### src/rtl/gate_lab_pkg.sv
// Shared definitions for the gate lab: FSM encoding, result payload and truth tables.
package gate_lab_pkg;

    localparam int unsigned VEC_W   = 2;
    localparam int unsigned NUM_VEC = 4;
    localparam int unsigned CNT_W   = 8;
    localparam int unsigned ERR_W   = 3;

    typedef enum logic [1:0] {
        ST_IDLE   = 2'd0,
        ST_RUN    = 2'd1,
        ST_REPORT = 2'd2
    } state_e;

    // Result registers reported back to the lab controller.
    typedef struct packed {
        logic               pass;
        logic [ERR_W-1:0]   err_cnt;
        logic [NUM_VEC-1:0] fail_mask;
    } result_t;

    // Bit k is the expected gate output for input vector {A,B}=k.
    localparam logic [NUM_VEC-1:0] TT_NAND = 4'b0111;
    localparam logic [NUM_VEC-1:0] TT_AND  = 4'b1000;
    localparam logic [NUM_VEC-1:0] TT_OR   = 4'b1110;
    localparam logic [NUM_VEC-1:0] TT_NOR  = 4'b0001;
    localparam logic [NUM_VEC-1:0] TT_XOR  = 4'b0110;

endpackage

### src/rtl/gate_exerciser_if.sv
// Signals between the exerciser and the gate under test / run controller.
interface gate_exerciser_if;
    import gate_lab_pkg::*;

    logic               START;
    logic               O;
    logic               A;
    logic               B;
    logic               BUSY;
    logic               DONE;
    logic               PASS;
    logic [ERR_W-1:0]   ERR_CNT;
    logic [NUM_VEC-1:0] FAIL_MASK;

    // Exerciser side: drives the gate inputs and results.
    modport master (
        input  START, O,
        output A, B, BUSY, DONE, PASS, ERR_CNT, FAIL_MASK
    );

    // Gate / controller side.
    modport slave (
        output START, O,
        input  A, B, BUSY, DONE, PASS, ERR_CNT, FAIL_MASK
    );

endinterface

### src/rtl/gate_exerciser_settle_timer.sv
// 8-bit up/down counter with load; flags when the count reaches the terminal value.
module settle_timer
    import gate_lab_pkg::*;
(
    input  logic             clk,
    input  logic             rst_n,
    input  logic             load,
    input  logic             en,
    input  logic             up,
    input  logic [CNT_W-1:0] load_val,
    input  logic [CNT_W-1:0] term,
    output logic             tc_c
);

    logic [CNT_W-1:0] cnt_q;

    // Count register: load has priority over counting.
    always_ff @(posedge clk or negedge rst_n) begin
        if (!rst_n) begin
            cnt_q <= '0;
        end else if (load) begin
            cnt_q <= load_val;
        end else if (en) begin
            cnt_q <= up ? cnt_q + CNT_W'(1) : cnt_q - CNT_W'(1);
        end
    end

    // Terminal count is a same-cycle decode of the register.
    assign tc_c = (cnt_q == term);

endmodule

### src/rtl/gate_exerciser.sv
// Walks a two-input gate through all four input vectors, samples its output
// after a settle time and reports pass/fail, an error count and a failure mask.
module gate_exerciser
    import gate_lab_pkg::*;
#(
    parameter int unsigned        SETTLE_CYCLES = 4,
    parameter logic [NUM_VEC-1:0] EXPECT        = TT_NAND
) (
    input  logic            CLK,
    input  logic            RST_N,
    gate_exerciser_if.master bus
);

    localparam logic [CNT_W-1:0] SETTLE_TERM = CNT_W'(SETTLE_CYCLES - 1);

    state_e           state_q, state_d;
    logic [VEC_W-1:0] vec_q, vec_d;
    result_t          res_q, res_d;
    logic             a_q, a_d;
    logic             b_q, b_d;
    logic             busy_q, busy_d;
    logic             done_q, done_d;

    logic             tmr_load;
    logic             tmr_en;
    logic             settle_tc_c;

    // Settle counter restarts at every new vector and flags the sample edge.
    settle_timer u_settle_timer (
        .clk      (CLK),
        .rst_n    (RST_N),
        .load     (tmr_load),
        .en       (tmr_en),
        .up       (1'b1),
        .load_val ('0),
        .term     (SETTLE_TERM),
        .tc_c     (settle_tc_c)
    );

    // State, vector index, results and output flops.
    always_ff @(posedge CLK or negedge RST_N) begin
        if (!RST_N) begin
            state_q <= ST_IDLE;
            vec_q   <= '0;
            res_q   <= '0;
            a_q     <= 1'b0;
            b_q     <= 1'b0;
            busy_q  <= 1'b0;
            done_q  <= 1'b0;
        end else begin
            state_q <= state_d;
            vec_q   <= vec_d;
            res_q   <= res_d;
            a_q     <= a_d;
            b_q     <= b_d;
            busy_q  <= busy_d;
            done_q  <= done_d;
        end
    end

    // Next-state, result update and next-output decode.
    always_comb begin
        state_d  = state_q;
        vec_d    = vec_q;
        res_d    = res_q;
        tmr_load = 1'b0;
        tmr_en   = 1'b0;

        case (state_q)
            ST_IDLE: begin
                if (bus.START) begin
                    state_d  = ST_RUN;
                    vec_d    = '0;
                    res_d    = '0;
                    tmr_load = 1'b1;
                end
            end
            ST_RUN: begin
                tmr_en = 1'b1;
                if (settle_tc_c) begin
                    if (bus.O != EXPECT[vec_q]) begin
                        res_d.fail_mask[vec_q] = 1'b1;
                        res_d.err_cnt          = res_q.err_cnt + ERR_W'(1);
                    end
                    if (vec_q == VEC_W'(NUM_VEC - 1)) begin
                        state_d = ST_REPORT;
                    end else begin
                        vec_d    = vec_q + VEC_W'(1);
                        tmr_load = 1'b1;
                    end
                end
            end
            ST_REPORT: begin
                res_d.pass = (res_q.err_cnt == '0);
                state_d    = ST_IDLE;
            end
            default: begin
                state_d = ST_IDLE;
            end
        endcase

        // Outputs are registered from the next state so they align with it.
        busy_d     = (state_d == ST_RUN);
        done_d     = (state_d == ST_REPORT);
        {a_d, b_d} = busy_d ? vec_d : 2'b00;
    end

    assign bus.A         = a_q;
    assign bus.B         = b_q;
    assign bus.BUSY      = busy_q;
    assign bus.DONE      = done_q;
    assign bus.PASS      = res_q.pass;
    assign bus.ERR_CNT   = res_q.err_cnt;
    assign bus.FAIL_MASK = res_q.fail_mask;

endmodule

### src/flat_wrapper.sv
// flat-port wrapper written by rule: the top's interface ports become plain ports
module gate_exerciser_flat import gate_lab_pkg::*;
#(
    parameter int unsigned        SETTLE_CYCLES = 4,
    parameter logic [NUM_VEC-1:0] EXPECT        = TT_NAND
)
  (CLK, RST_N, bus_START, bus_O, bus_A, bus_B, bus_BUSY, bus_DONE, bus_PASS, bus_ERR_CNT, bus_FAIL_MASK);
  gate_exerciser_if bus_i ();
  input  logic CLK;
  input  logic RST_N;
  input wire logic [$bits(bus_i.START)-1:0] bus_START;
  input wire logic [$bits(bus_i.O)-1:0] bus_O;
  output wire logic [$bits(bus_i.A)-1:0] bus_A;
  output wire logic [$bits(bus_i.B)-1:0] bus_B;
  output wire logic [$bits(bus_i.BUSY)-1:0] bus_BUSY;
  output wire logic [$bits(bus_i.DONE)-1:0] bus_DONE;
  output wire logic [$bits(bus_i.PASS)-1:0] bus_PASS;
  output wire logic [$bits(bus_i.ERR_CNT)-1:0] bus_ERR_CNT;
  output wire logic [$bits(bus_i.FAIL_MASK)-1:0] bus_FAIL_MASK;
  assign bus_i.START = bus_START;
  assign bus_i.O = bus_O;
  assign bus_A = bus_i.A;
  assign bus_B = bus_i.B;
  assign bus_BUSY = bus_i.BUSY;
  assign bus_DONE = bus_i.DONE;
  assign bus_PASS = bus_i.PASS;
  assign bus_ERR_CNT = bus_i.ERR_CNT;
  assign bus_FAIL_MASK = bus_i.FAIL_MASK;
  gate_exerciser #(.SETTLE_CYCLES(SETTLE_CYCLES), .EXPECT(EXPECT)) u_core (.CLK(CLK), .RST_N(RST_N), .bus(bus_i));
endmodule
### config.mk
export PLATFORM = sky130hd
export DESIGN_NAME = gate_exerciser_flat
export DESIGN_NICKNAME = d
export VERILOG_FILES = /design/src/rtl/gate_lab_pkg.sv /design/src/rtl/gate_exerciser_if.sv /design/src/rtl/gate_exerciser_settle_timer.sv /design/src/rtl/gate_exerciser.sv /design/src/flat_wrapper.sv
export SDC_FILE = /design/constraint.sdc
export NUM_CORES = 1
export LEC_CHECK = 0
export CORE_ASPECT_RATIO = 0.6
export CORE_MARGIN = 1
export CORE_UTILIZATION = 25
export CTS_CLUSTER_DIAMETER = 30
export DETAILED_ROUTE_END_ITERATION = 16
export MAX_ROUTING_LAYER = met4
export SLEW_MARGIN = 20
export SYNTH_ARGS = -nofsm -noshare
export SYNTH_HDL_FRONTEND = slang
export SYNTH_HIERARCHICAL = 1
export SYNTH_SLANG_ARGS = --single-unit
### constraint.sdc
create_clock -name CLK -period 3.2 [get_ports CLK]
set_input_delay 0.96 -clock CLK [delete_from_list [all_inputs] [get_ports CLK]]
set_output_delay 0.96 -clock CLK [all_outputs]
set_load 0.005 [all_outputs]
==> impl_summary.log, run 1 <==
INFO  metric finalWirelength = 3.29 mm
INFO  metric synth.mux.area_fraction = 2.75%
INFO  metric postSynthRegisterBits = 24
INFO  metric hold-worst-slack = 0.492 ns
INFO  metric num_antenna_cells = 0
INFO  metric number_of_global_route_vias_before_repair = 1,204
INFO  metric global_route.overflow_total = 0
INFO  metric synth_most_common_cell = dfrtp_1
INFO  metric post-route-period-util = 77.9%
INFO  metric tns = 0 ns
INFO  metric area_delta_synth_final = 24.5%
INFO  metric htree_levels = 1
INFO  metric postCtsResizedCells = 0
INFO  metric setup_repair_after_global_routing_missed_its_margin = no
INFO  metric worstRegToRegCells = 7
INFO  metric power.density_cell_area = 719 nW/um^2
INFO  metric post-route-util = 33.4%
INFO  metric clock_buffer_count_from_cts = 3
INFO  metric place.detailed.hpwl = 2.58 mm
INFO  metric design_area = 1920 sq um
INFO  metric timing.critical_path.from = bus_START
INFO  metric timing_max_transition_violations_final = 0
INFO  metric yosys_warnings = 6
INFO  metric static-leakage-power = 0.836 nW
INFO  metric yosys.area.top_type = dfrtp_1
INFO  metric total_power = 1.38 mW
INFO  metric place_congestion = 0.777
INFO  metric starting_utilization_of_the_core_area = 26.9%
INFO  metric cp_slowest_stage_delay = 0.51 ns
INFO  metric timing.setup.critical_path_class = input port to flip-flop
INFO  metric drive_above_1_share = 7.50%
INFO  metric yosys.area_share.xor_xnor = 6.80%
INFO  metric rows = 21
INFO  metric synth_simple_gate_area_share = 17.3%
INFO  metric clk_transition_reported_paths = 0.08 ns
INFO  metric main_combinational_cell_family_by_area_after_synthesis = compound AO/OA/AOI/OAI gates
INFO  metric syn-cell-area = 1550 sq um
INFO  metric pnr_worst_setup_slack = 0.707 ns
INFO  metric synth_edf_count = 0
INFO  metric cts_tree = done
INFO  metric die-width = 103 microns
INFO  metric nFillCells = 603
INFO  metric outcome = finished clean
INFO  metric critical-path-slowest-cell = clkdlybuf4s50_1
INFO  metric cap_violations = 0
INFO  metric wl_per_cell = 11.8 microns
INFO  metric core_area = 5750 sq um
INFO  metric cts.hold.buffers_added = 0
INFO  metric grt_first_pass_wirelength = 6.00 mm
INFO  metric finalNetCount = 214
INFO  metric post-route-drc-count = 0
INFO  metric ff_latch_area = 601 sq um
INFO  metric numPortBuffers = 15
INFO  metric yosys.cell_types.count = 45
INFO  metric setup-violations-final = 0
INFO  metric clock_insertion_delay_worst_skew = 0.27 ns
INFO  metric netlist.area_leader.share = 38.9%
INFO  metric startpoint_type = input port
INFO  metric synth-main-ff-cell = dfrtp_1
INFO  metric adder_cell_share_of_the_synthesized_area = 7.77%
INFO  metric required_arrival_time_at_the_worst_endpoint = 3.36 ns
INFO  metric crit_end = u_core/u_settle_timer/cnt_q[6]
INFO  metric r2r_start = u_core/u_settle_timer/cnt_q[0]
INFO  metric synth_compound_gate_area_share = 20.2%
INFO  metric finClkSkew = 0.00862 ns
INFO  metric critPathArrivalTime = 2.65 ns
INFO  metric min_path_type = flip-flop to flip-flop
INFO  metric finish.cell_count_without_fillers = 280
INFO  metric worst_r2r_endpoint = u_core/bus.ERR_CNT[2]
INFO  metric dp_cells = 276
INFO  metric area_occupied_by_multi_input_gates = 927 sq um
INFO  metric drt_pre_antenna_iters = 4
INFO  metric count_of_mapped_cells_out_of_synthesis = 166
INFO  metric synth_common_cells = dfrtp_1, nand2_1, inv_1, o21ai_0, xnor2_1
INFO  metric antenna_found_initial = 0
INFO  metric crit_path_cell_trace = clkdlybuf4s50_1 -> nand2b_1 -> or2_2 -> nand2_1 -> nor2_1 -> a22o_1 -> a211o_1
INFO  metric cts.sink_count = 24
INFO  metric max_clock_freq = 401 MHz
INFO  metric ir_drop = 0.268 mV
INFO  metric seq_total_area_yosys = 38.9%
INFO  metric rrSetupSlack = 0.97 ns
INFO  metric io_pins = 16
INFO  metric ys_top_cells_by_area = dfrtp_1, xnor2_1, ha_1
INFO  metric finalHoldViolations = 0
INFO  metric cts_root_buffer = clkbuf_8
INFO  metric grt_util_all_layers = 12.2%
INFO  metric timing.final.crit_period = 2.49 ns
INFO  metric cts_setup_buffers = 0
INFO  metric pre_cts_ws = 0.410 ns
INFO  metric post_synth.cell_area_avg = 9.31 sq um
INFO  metric fp.dieH = 62.9 microns
INFO  metric max-clock-path-buffers = 2
INFO  metric share_of_flip_flops_with_an_asynchronous_set_or_reset_after_synthesis = 100%
INFO  metric num_vias = 1,241
INFO  metric route.antenna.remaining_nets = 0
INFO  metric cp_max_fo = 6
INFO  metric drt_iter0_markers = 112
INFO  metric grt_max_degree = 25
INFO  metric die_outline_area = 6510 sq um
INFO  metric cell_area_after_placement = 1850 sq um
INFO  metric crit_path_end_kind = flip-flop
INFO  metric viasPerCell = 4.43
-- routing by layer --
| metal | up-vias | track usage, % | routed length, microns |
|---|---|---|---|
| met5 | - | - | 0 |
| met4 | 0 | 1.58 | 0 |
| met3 | 0 | 3.58 | 149 |
| met2 | 20 | 14.7 | 1210 |
| met1 | 579 | 19.7 | 1940 |
| li1 | 642 | - | - |
-- flip-flops by register name, summed over array words and instances (netlist names) --
signal                       cells
u_core/u_settle_timer/cnt_q      8
u_core/bus.PASS                  1
u_core/vec_q                     2
u_core/bus.ERR_CNT               3
u_core/bus.FAIL_MASK             4
u_core/bus.A                     1
u_core/state_q                   2
u_core/bus.BUSY                  1
u_core/bus.B                     1
u_core/bus.DONE                  1
-- power breakdown --
| group | leakage [nW] | switching (mW) | internal [mW] | total (mW) |
|---|---|---|---|---|
| Combinational | 0.505 | 0.285 | 0.326 | 0.611 |
| Clock | 0.0357 | 0.102 | 0.167 | 0.270 |
| Sequential | 0.296 | 0.107 | 0.395 | 0.502 |
| Total | 0.836 | 0.494 | 0.889 | 1.38 |
-- worst min path at each step --
stage	from	end	cells after the start
after CTS	u_core/bus.ERR_CNT[2]	u_core/bus.PASS	1
after global placement	u_core/bus.FAIL_MASK[2]	u_core/bus.FAIL_MASK[2]	2
final	u_core/bus.ERR_CNT[2]	u_core/bus.PASS	1
after detailed placement	u_core/bus.FAIL_MASK[2]	u_core/bus.FAIL_MASK[2]	2
after global routing	u_core/bus.FAIL_MASK[2]	u_core/bus.FAIL_MASK[2]	2
after floorplan	u_core/bus.FAIL_MASK[2]	u_core/bus.FAIL_MASK[2]	2
-- cells in the final DEF (no fill, tap or decap), types with 3 or more instances in the layout --
master and instances:
nand4_1 3, a22o_1 3, nor3_1 6, nor2_1 9, nand2_1 14, clkbuf_8 3, a21oi_1 9, buf_4 4
conb_1 21, a211oi_1 4, inv_1 12, xnor2_1 12, clkdlybuf4s50_1 15, dfrtp_1 24, ha_1 8, o21ai_0 12
nand3_1 4
-- critical path: cells and delay by family --
kind	cells	cell delay, ns
buffers and inverters	1	0.51
AOI/OAI and AO/OA	2	0.47
and+or+nand+nor	4	0.72
-- area by class of cell --
| cell class | instances | share of cell area [%] |
|---|---|---|
| well taps | 80 | 5.20 |
| flip-flops and latches | 24 | 31.2 |
| inverters | 12 | 2.34 |
| repair buffers | 19 | 9.36 |
| clock buffers | 3 | 2.15 |
| clock inverters | 1 | 1.56 |
| multi-input cells | 141 | 48.2 |
-- cells by family after synthesis --
family	count (synthesis)
AO/OA/AOI/OAI	45
other	2
adder cells (fa/ha/maj)	9
multiplexers	4
AND/OR/NAND/NOR	50
buffers and inverters	20
XOR/XNOR	12
flip-flops	24
No activity file was read; power rests on OpenSTA's default activity.
==> inputs of run 2 (changes only) <==
- clock period: 3.2 -> 2.45 ns (I/O delays scaled with it)
==> impl_summary.log, run 2 (synthesis results as in run 1) <==
INFO  metric required_arrival_time_at_the_worst_endpoint = 2.64 ns (was 3.36 ns)
INFO  metric cts.sink_count = 24 (unchanged)
INFO  metric worstHoldPathCells = 1 (unchanged)
INFO  metric cts_root_buffer = clkbuf_8 (unchanged)
INFO  metric hold-worst-slack = 0.503 ns (was 0.492 ns)
INFO  metric worst_min_delay_path_startpoint = u_core/bus.ERR_CNT[2] (unchanged)
INFO  metric number_of_global_route_vias_before_repair = 1,179 (was 1,204)
INFO  metric drive_above_1_share = 10.6% (was 7.50%)
INFO  metric numPortBuffers = 15 (unchanged)
INFO  metric cts_tree = done (unchanged)
INFO  metric timing.final.crit_period = 2.12 ns
INFO  metric drt_pre_antenna_iters = 4 (unchanged)
INFO  metric post-route-period-util = 86.7%
INFO  metric grt_max_degree = 25 (unchanged)
INFO  metric critPathArrivalTime = 2.31 ns (was 2.65 ns)
INFO  metric timing.critical_path.from = u_core/u_settle_timer/cnt_q[0] (was bus_START)
INFO  metric min_path_type = flip-flop to flip-flop (unchanged)
INFO  metric core_area = 5750 sq um (unchanged)
INFO  metric max-clock-path-buffers = 2 (unchanged)
INFO  metric nFillCells = 591 (was 603)
INFO  metric place.detailed.hpwl = 2.69 mm (was 2.58 mm)
INFO  metric layout.cells.most_common = dfrtp_1 (unchanged)
INFO  metric max_flop_register = u_core/u_settle_timer/cnt_q (unchanged)
INFO  metric die-width = 103 microns (unchanged)
INFO  metric tns = 0 ns (unchanged)
INFO  metric cp_max_fo = 5 (was 6)
INFO  metric wl_per_cell = 12.1 microns (was 11.8 microns)
INFO  metric num_vias = 1,246 (was 1,241)
INFO  metric postCtsResizedCells = 0 (unchanged)
INFO  metric rrSetupSlack = 0.33 ns (was 0.97 ns)
INFO  metric cap_violations = 0 (unchanged)
INFO  metric timing.setup.critical_path_class = flip-flop to flip-flop (was input port to flip-flop)
INFO  metric finalHoldViolations = 0 (unchanged)
INFO  metric htree_levels = 1 (unchanged)
INFO  metric post-route-drc-count = 0 (unchanged)
INFO  metric whs_endpoint = u_core/bus.PASS (unchanged)
INFO  metric grt_util_all_layers = 12.3% (was 12.2%)
INFO  metric worst_r2r_endpoint = u_core/bus.ERR_CNT[1] (was u_core/bus.ERR_CNT[2])
INFO  metric clk_transition_reported_paths = 0.09 ns (was 0.08 ns)
INFO  metric die_outline_area = 6510 sq um (unchanged)
INFO  metric place_congestion = 0.853 (was 0.777)
INFO  metric crit_path_end_kind = flip-flop (unchanged)
INFO  metric worstRegToRegCells = 8 (was 7)
INFO  metric global_route.overflow_total = 0 (unchanged)
INFO  metric finalWirelength = 3.47 mm (was 3.29 mm)
INFO  metric r2r_start = u_core/u_settle_timer/cnt_q[0] (unchanged)
INFO  metric ir_drop = 0.357 mV (was 0.268 mV)
INFO  metric post-route-util = 34.4% (was 33.4%)
INFO  metric final_cell_mix = dfrtp_1, conb_1, clkdlybuf4s50_1 (unchanged)
INFO  metric finalNetCount = 221 (was 214)
INFO  metric route.antenna.remaining_nets = 0 (unchanged)
INFO  metric antenna_found_initial = 0 (unchanged)
INFO  metric startpoint_type = flip-flop (was input port)
INFO  metric fp.dieH = 62.9 microns (unchanged)
INFO  metric cell_area_after_placement = 1910 sq um (was 1850 sq um)
INFO  metric starting_utilization_of_the_core_area = 26.9% (unchanged)
INFO  metric drt_iter0_markers = 69 (was 112)
INFO  metric num_antenna_cells = 0 (unchanged)
INFO  metric grt_first_pass_wirelength = 5.89 mm (was 6.00 mm)
INFO  metric viasPerCell = 4.34 (was 4.43)
INFO  metric rows = 21 (unchanged)
INFO  metric setup-violations-final = 0 (unchanged)
INFO  metric static-leakage-power = 0.869 nW (was 0.836 nW)
INFO  metric worst_pin_slew = 0.537 ns
INFO  metric outcome = finished clean (unchanged)
INFO  metric timing_max_transition_violations_final = 0 (unchanged)
INFO  metric cts_setup_buffers = 0 (unchanged)
INFO  metric clock_insertion_delay_worst_skew = 0.27 ns (about the same)
INFO  metric tightest_slew_margin_relative_to_the_limit = 63.3%
INFO  metric power.density_cell_area = 920 nW/um^2 (was 719 nW/um^2)
INFO  metric cts.hold.buffers_added = 0 (unchanged)
INFO  metric clock_buffer_count_from_cts = 3 (unchanged)
INFO  metric io_pins = 16 (unchanged)
INFO  metric finClkSkew = 0.00634 ns (was 0.00862 ns)
INFO  metric largest_register_ff_count = 8 (unchanged)
INFO  metric design_area = 1980 sq um (was 1920 sq um)
INFO  metric max_clock_freq = 471 MHz
INFO  metric setup_repair_after_global_routing_missed_its_margin = no (unchanged)
INFO  metric area_delta_synth_final = 27.9% (was 24.5%)
[run 2: changes by cell type in the layout (fill, tap and decap cells not counted)]
cell,change
buf_4,+7
[run 2: report_power, final]
group | total, mW | internal [mW] | leakage [nW] | switching (mW)
Combinational | 0.812 | 0.429 | 0.538 | 0.382
Clock | 0.353 | 0.219 | 0.0357 | 0.134
Sequential | 0.655 | 0.516 | 0.296 | 0.139
[run 2: how the worst max path moves through the flow]
stage | endpoint | slack, ns
final | u_core/bus.ERR_CNT[1] | 0.33
after global routing | u_core/bus.ERR_CNT[1] | 0.12
after CTS | u_core/bus.ERR_CNT[1] | 0.30
after detailed placement | u_core/u_settle_timer/cnt_q[6] | 0.05
after global placement | u_core/u_settle_timer/cnt_q[3] | 0.11
after floorplan | u_core/u_settle_timer/cnt_q[6] | 0.31
[run 2: area by class of cell]
cell class / instances / area [sq um] / share of cell area, %
repair buffers: 26 / 233 / 11.8
flip-flops and latches: 24 / 601 / 30.4
clock buffers: 3 / 41.3 / 2.09
well taps: 80 / 100 / 5.06
inverters: 12 / 45.0 / 2.28
clock inverters: 1 / 30.0 / 1.52
multi-input cells: 141 / 927 / 46.9
[run 2: through the flow]
| step | setup slack [ns] | instances | power [mW] |
|---|---|---|---|
| after floorplan | 0.311 | 185 | 1.23 |
| after global placement | 0.114 | 283 | 1.44 |
| after detailed placement | 0.0520 | 283 | 1.46 |
| after CTS | 0.295 | 287 | 1.82 |
| after global routing | 0.120 | 287 | 1.97 |
| final | 0.326 | 287 | 1.82 |
[run 2: worst max-delay path: stages (launching register included)]
cell	delay, ns
dfrtp_1	0.49
xnor2_1	0.15
nand4_1	0.17
nor2_1	0.34
mux2i_1	0.21
a2111oi_4	0.35
buf_4	0.19
nand3_1	0.07
o21ai_0	0.09
[run 2: layer usage]
| layer | wire length (microns) | global-route usage [%] |
|---|---|---|
| met5 | 0 | - |
| met3 | 122 | 3.36 |
| met4 | 0 | 1.58 |
| met1 | 2030 | 19.8 |
| met2 | 1320 | 14.9 |
==> inputs of run 3 (changes only) <==
--- a/config.mk
+++ b/config.mk
@@ -7,3 +7,2 @@
 export LEC_CHECK = 0
-export CORE_ASPECT_RATIO = 0.6
 export CORE_MARGIN = 1
==> constraint.sdc (replaced) <==
create_clock -name CLK -period 2.45 [get_ports CLK]
set_input_delay 0.49 -clock CLK [delete_from_list [all_inputs] [get_ports CLK]]
set_output_delay 0.49 -clock CLK [all_outputs]
set_load 0.005 [all_outputs]
==> impl_summary.log, run 3 (synthesis results as in run 1) <==
INFO  metric htree_levels = 1 (unchanged)
INFO  metric setup_repair_after_global_routing_missed_its_margin = no (unchanged)
INFO  metric io_pins = 16 (unchanged)
INFO  metric required_arrival_time_at_the_worst_endpoint = 2.62 ns (was 2.64 ns)
INFO  metric timing.setup.critical_path_class = flip-flop to flip-flop (unchanged)
INFO  metric min_path_type = flip-flop to flip-flop (unchanged)
INFO  metric grt_max_degree = 25 (unchanged)
INFO  metric timing_max_transition_violations_final = 0 (unchanged)
INFO  metric crit_path_end_kind = flip-flop (unchanged)
INFO  metric ff_latch_area = 601 sq um (unchanged)
INFO  metric place_congestion = 0.817 (was 0.853)
INFO  metric fp.dieH = 80.6 microns (was 62.9 microns)
INFO  metric nFillCells = 647 (was 591)
INFO  metric core_area = 5960 sq um (was 5750 sq um)
INFO  metric area_occupied_by_multi_input_gates = 927 sq um (unchanged)
INFO  metric numPortBuffers = 15 (unchanged)
INFO  metric timing.final.crit_period = 2.01 ns (was 2.12 ns)
INFO  metric drt_iter0_markers = 48 (was 69)
INFO  metric wl_per_cell = 11.4 microns (was 12.1 microns)
INFO  metric cts.hold.buffers_added = 0 (unchanged)
INFO  metric cts_setup_buffers = 0 (unchanged)
INFO  metric num_vias = 1,262 (was 1,246)
INFO  metric starting_utilization_of_the_core_area = 25.9% (was 26.9%)
INFO  metric cap_violations = 0 (unchanged)
INFO  metric place.detailed.hpwl = 2.30 mm (was 2.69 mm)
INFO  metric critPathArrivalTime = 2.18 ns (was 2.31 ns)
INFO  metric die_outline_area = 6500 sq um (was 6510 sq um)
INFO  metric outcome = finished clean (unchanged)
INFO  metric cts.sink_count = 24 (unchanged)
INFO  metric max-clock-path-buffers = 2 (unchanged)
INFO  metric post-route-period-util = 82.1% (was 86.7%)
INFO  metric grt_util_all_layers = 10.9% (was 12.3%)
INFO  metric pre_cts_ws = 0.274 ns (was 0.0520 ns)
INFO  metric area_delta_synth_final = 25.1% (was 27.9%)
INFO  metric max_flop_register = u_core/u_settle_timer/cnt_q (unchanged)
INFO  metric static-leakage-power = 0.846 nW (was 0.869 nW)
INFO  metric global_route.overflow_total = 0 (unchanged)
INFO  metric crit_path_cell_trace = fa_1 -> a211oi_1 -> o21bai_1 -> a21oi_1 -> nor4b_1 -> a211o_1 (was xnor2_1 -> nand4_1 -> nor2_1 -> mux2i_1 -> a2111oi_4 -> buf_4 -> nand3_1 -> o21ai_0)
INFO  metric tns = 0 ns (unchanged)
INFO  metric cp_slowest_stage_delay = 0.47 ns (was 0.49 ns)
INFO  metric critical-path-slowest-cell = fa_1 (was dfrtp_1)
INFO  metric cts_tree = done (unchanged)
INFO  metric timing.critical_path.from = u_core/u_settle_timer/cnt_q[0] (unchanged)
INFO  metric num_antenna_cells = 0 (unchanged)
INFO  metric startpoint_type = flip-flop (unchanged)
INFO  metric postCtsResizedCells = 0 (unchanged)
INFO  metric largest_register_ff_count = 8 (unchanged)
INFO  metric rows = 28 (was 21)
INFO  metric r2r_start = u_core/u_settle_timer/cnt_q[0] (unchanged)
INFO  metric finalNetCount = 216 (was 221)
INFO  metric cp_max_fo = 5 (unchanged)
INFO  metric setup-violations-final = 0 (unchanged)
INFO  metric finalHoldViolations = 0 (unchanged)
INFO  metric crit_end = u_core/u_settle_timer/cnt_q[6] (was u_core/bus.ERR_CNT[1])
INFO  metric worstRegToRegCells = 6 (was 8)
INFO  metric final_cell_mix = dfrtp_1, conb_1, clkdlybuf4s50_1 (unchanged)
INFO  metric worst_r2r_endpoint = u_core/u_settle_timer/cnt_q[6] (was u_core/bus.ERR_CNT[1])
INFO  metric rrSetupSlack = 0.44 ns (was 0.33 ns)
INFO  metric clock_buffer_count_from_cts = 3 (unchanged)
INFO  metric layout.cells.most_common = dfrtp_1 (unchanged)
INFO  metric finClkSkew = 0.00167 ns (was 0.00634 ns)
INFO  metric cts_root_buffer = clkbuf_8 (unchanged)
INFO  metric number_of_global_route_vias_before_repair = 1,198 (was 1,179)
INFO  metric drive_above_1_share = 8.42% (was 10.6%)
INFO  metric ir_drop = 0.305 mV (was 0.357 mV)
INFO  metric clock_insertion_delay_worst_skew = 0.27 ns (about the same)
INFO  metric max_clock_freq = 497 MHz (was 471 MHz)
INFO  metric finalWirelength = 3.15 mm (was 3.47 mm)
INFO  metric viasPerCell = 4.56 (was 4.34)
INFO  metric power.density_cell_area = 933 nW/um^2 (was 920 nW/um^2)
INFO  metric grt_first_pass_wirelength = 5.33 mm (was 5.89 mm)
INFO  metric drt_pre_antenna_iters = 4 (unchanged)
INFO  metric antenna_found_initial = 0 (unchanged)
INFO  metric clk_transition_reported_paths = 0.09 ns (about the same)
INFO  metric pnr_worst_setup_slack = 0.439 ns (was 0.326 ns)
INFO  metric die-width = 80.6 microns (was 103 microns)
INFO  metric route.antenna.remaining_nets = 0 (unchanged)
INFO  metric post-route-drc-count = 0 (unchanged)
## run 3: cell types whose count changed in the layout (fill, tap and decap cells not counted), sizes merged
cell and delta:
buf -5
## run 3: through the flow
stage,hold slack (ns),instances,area [sq um],total power [mW],utilization [%]
after floorplan,0.194,185,1620,1.23,-
after global placement,0.472,273,1860,1.42,31.3
after detailed placement,0.481,273,1860,1.43,31.3
after CTS,0.499,277,1930,1.80,32.5
after global routing,0.514,277,1930,1.95,32.5
final,0.490,277,1930,1.80,32.5
## run 3: per-layer routing
metal | share of wire [%] | track usage (%)
met4 | 1.2 | 3.39
met2 | 46 | 17.3
met1 | 51 | 14.0
met5 | 0 | -
met3 | 2.1 | 1.82
## run 3: worst min path at each step
stage,start,endpoint,depth (start not counted)
6_report,u_core/bus.ERR_CNT[2],u_core/bus.PASS,1
4_1_cts,u_core/bus.ERR_CNT[2],u_core/bus.PASS,1
3_5_place_dp,u_core/bus.FAIL_MASK[2],u_core/bus.FAIL_MASK[2],2
3_3_place_gp,u_core/bus.FAIL_MASK[2],u_core/bus.FAIL_MASK[2],2
2_1_floorplan,RST_N,u_core/bus.A,0
5_1_grt,u_core/bus.ERR_CNT[2],u_core/bus.PASS,1
## run 3: cell type report
class	instances	share of cell area, %
Inverter	12	2.33
Timing Repair Buffer	21	10.1
Multi-Input combinational cell	141	48.0
Clock buffer	3	2.14
Clock inverter	1	1.55
Tap cell	75	4.85
Sequential cell	24	31.1
## run 3: report_power, final
group          leakage, nW  internal [mW]  switching (mW)  total (mW)
Clock               0.0357          0.219           0.140       0.359
Combinational        0.514          0.427           0.367       0.794
Sequential           0.296          0.516           0.135       0.651
## run 3: worst max-delay path, delay by kind of cell (launching register included)
family          cells  cell delay, ns
simple gates        1            0.07
flops               1            0.46
fa+ha+maj           1            0.47
compound gates      4            0.90
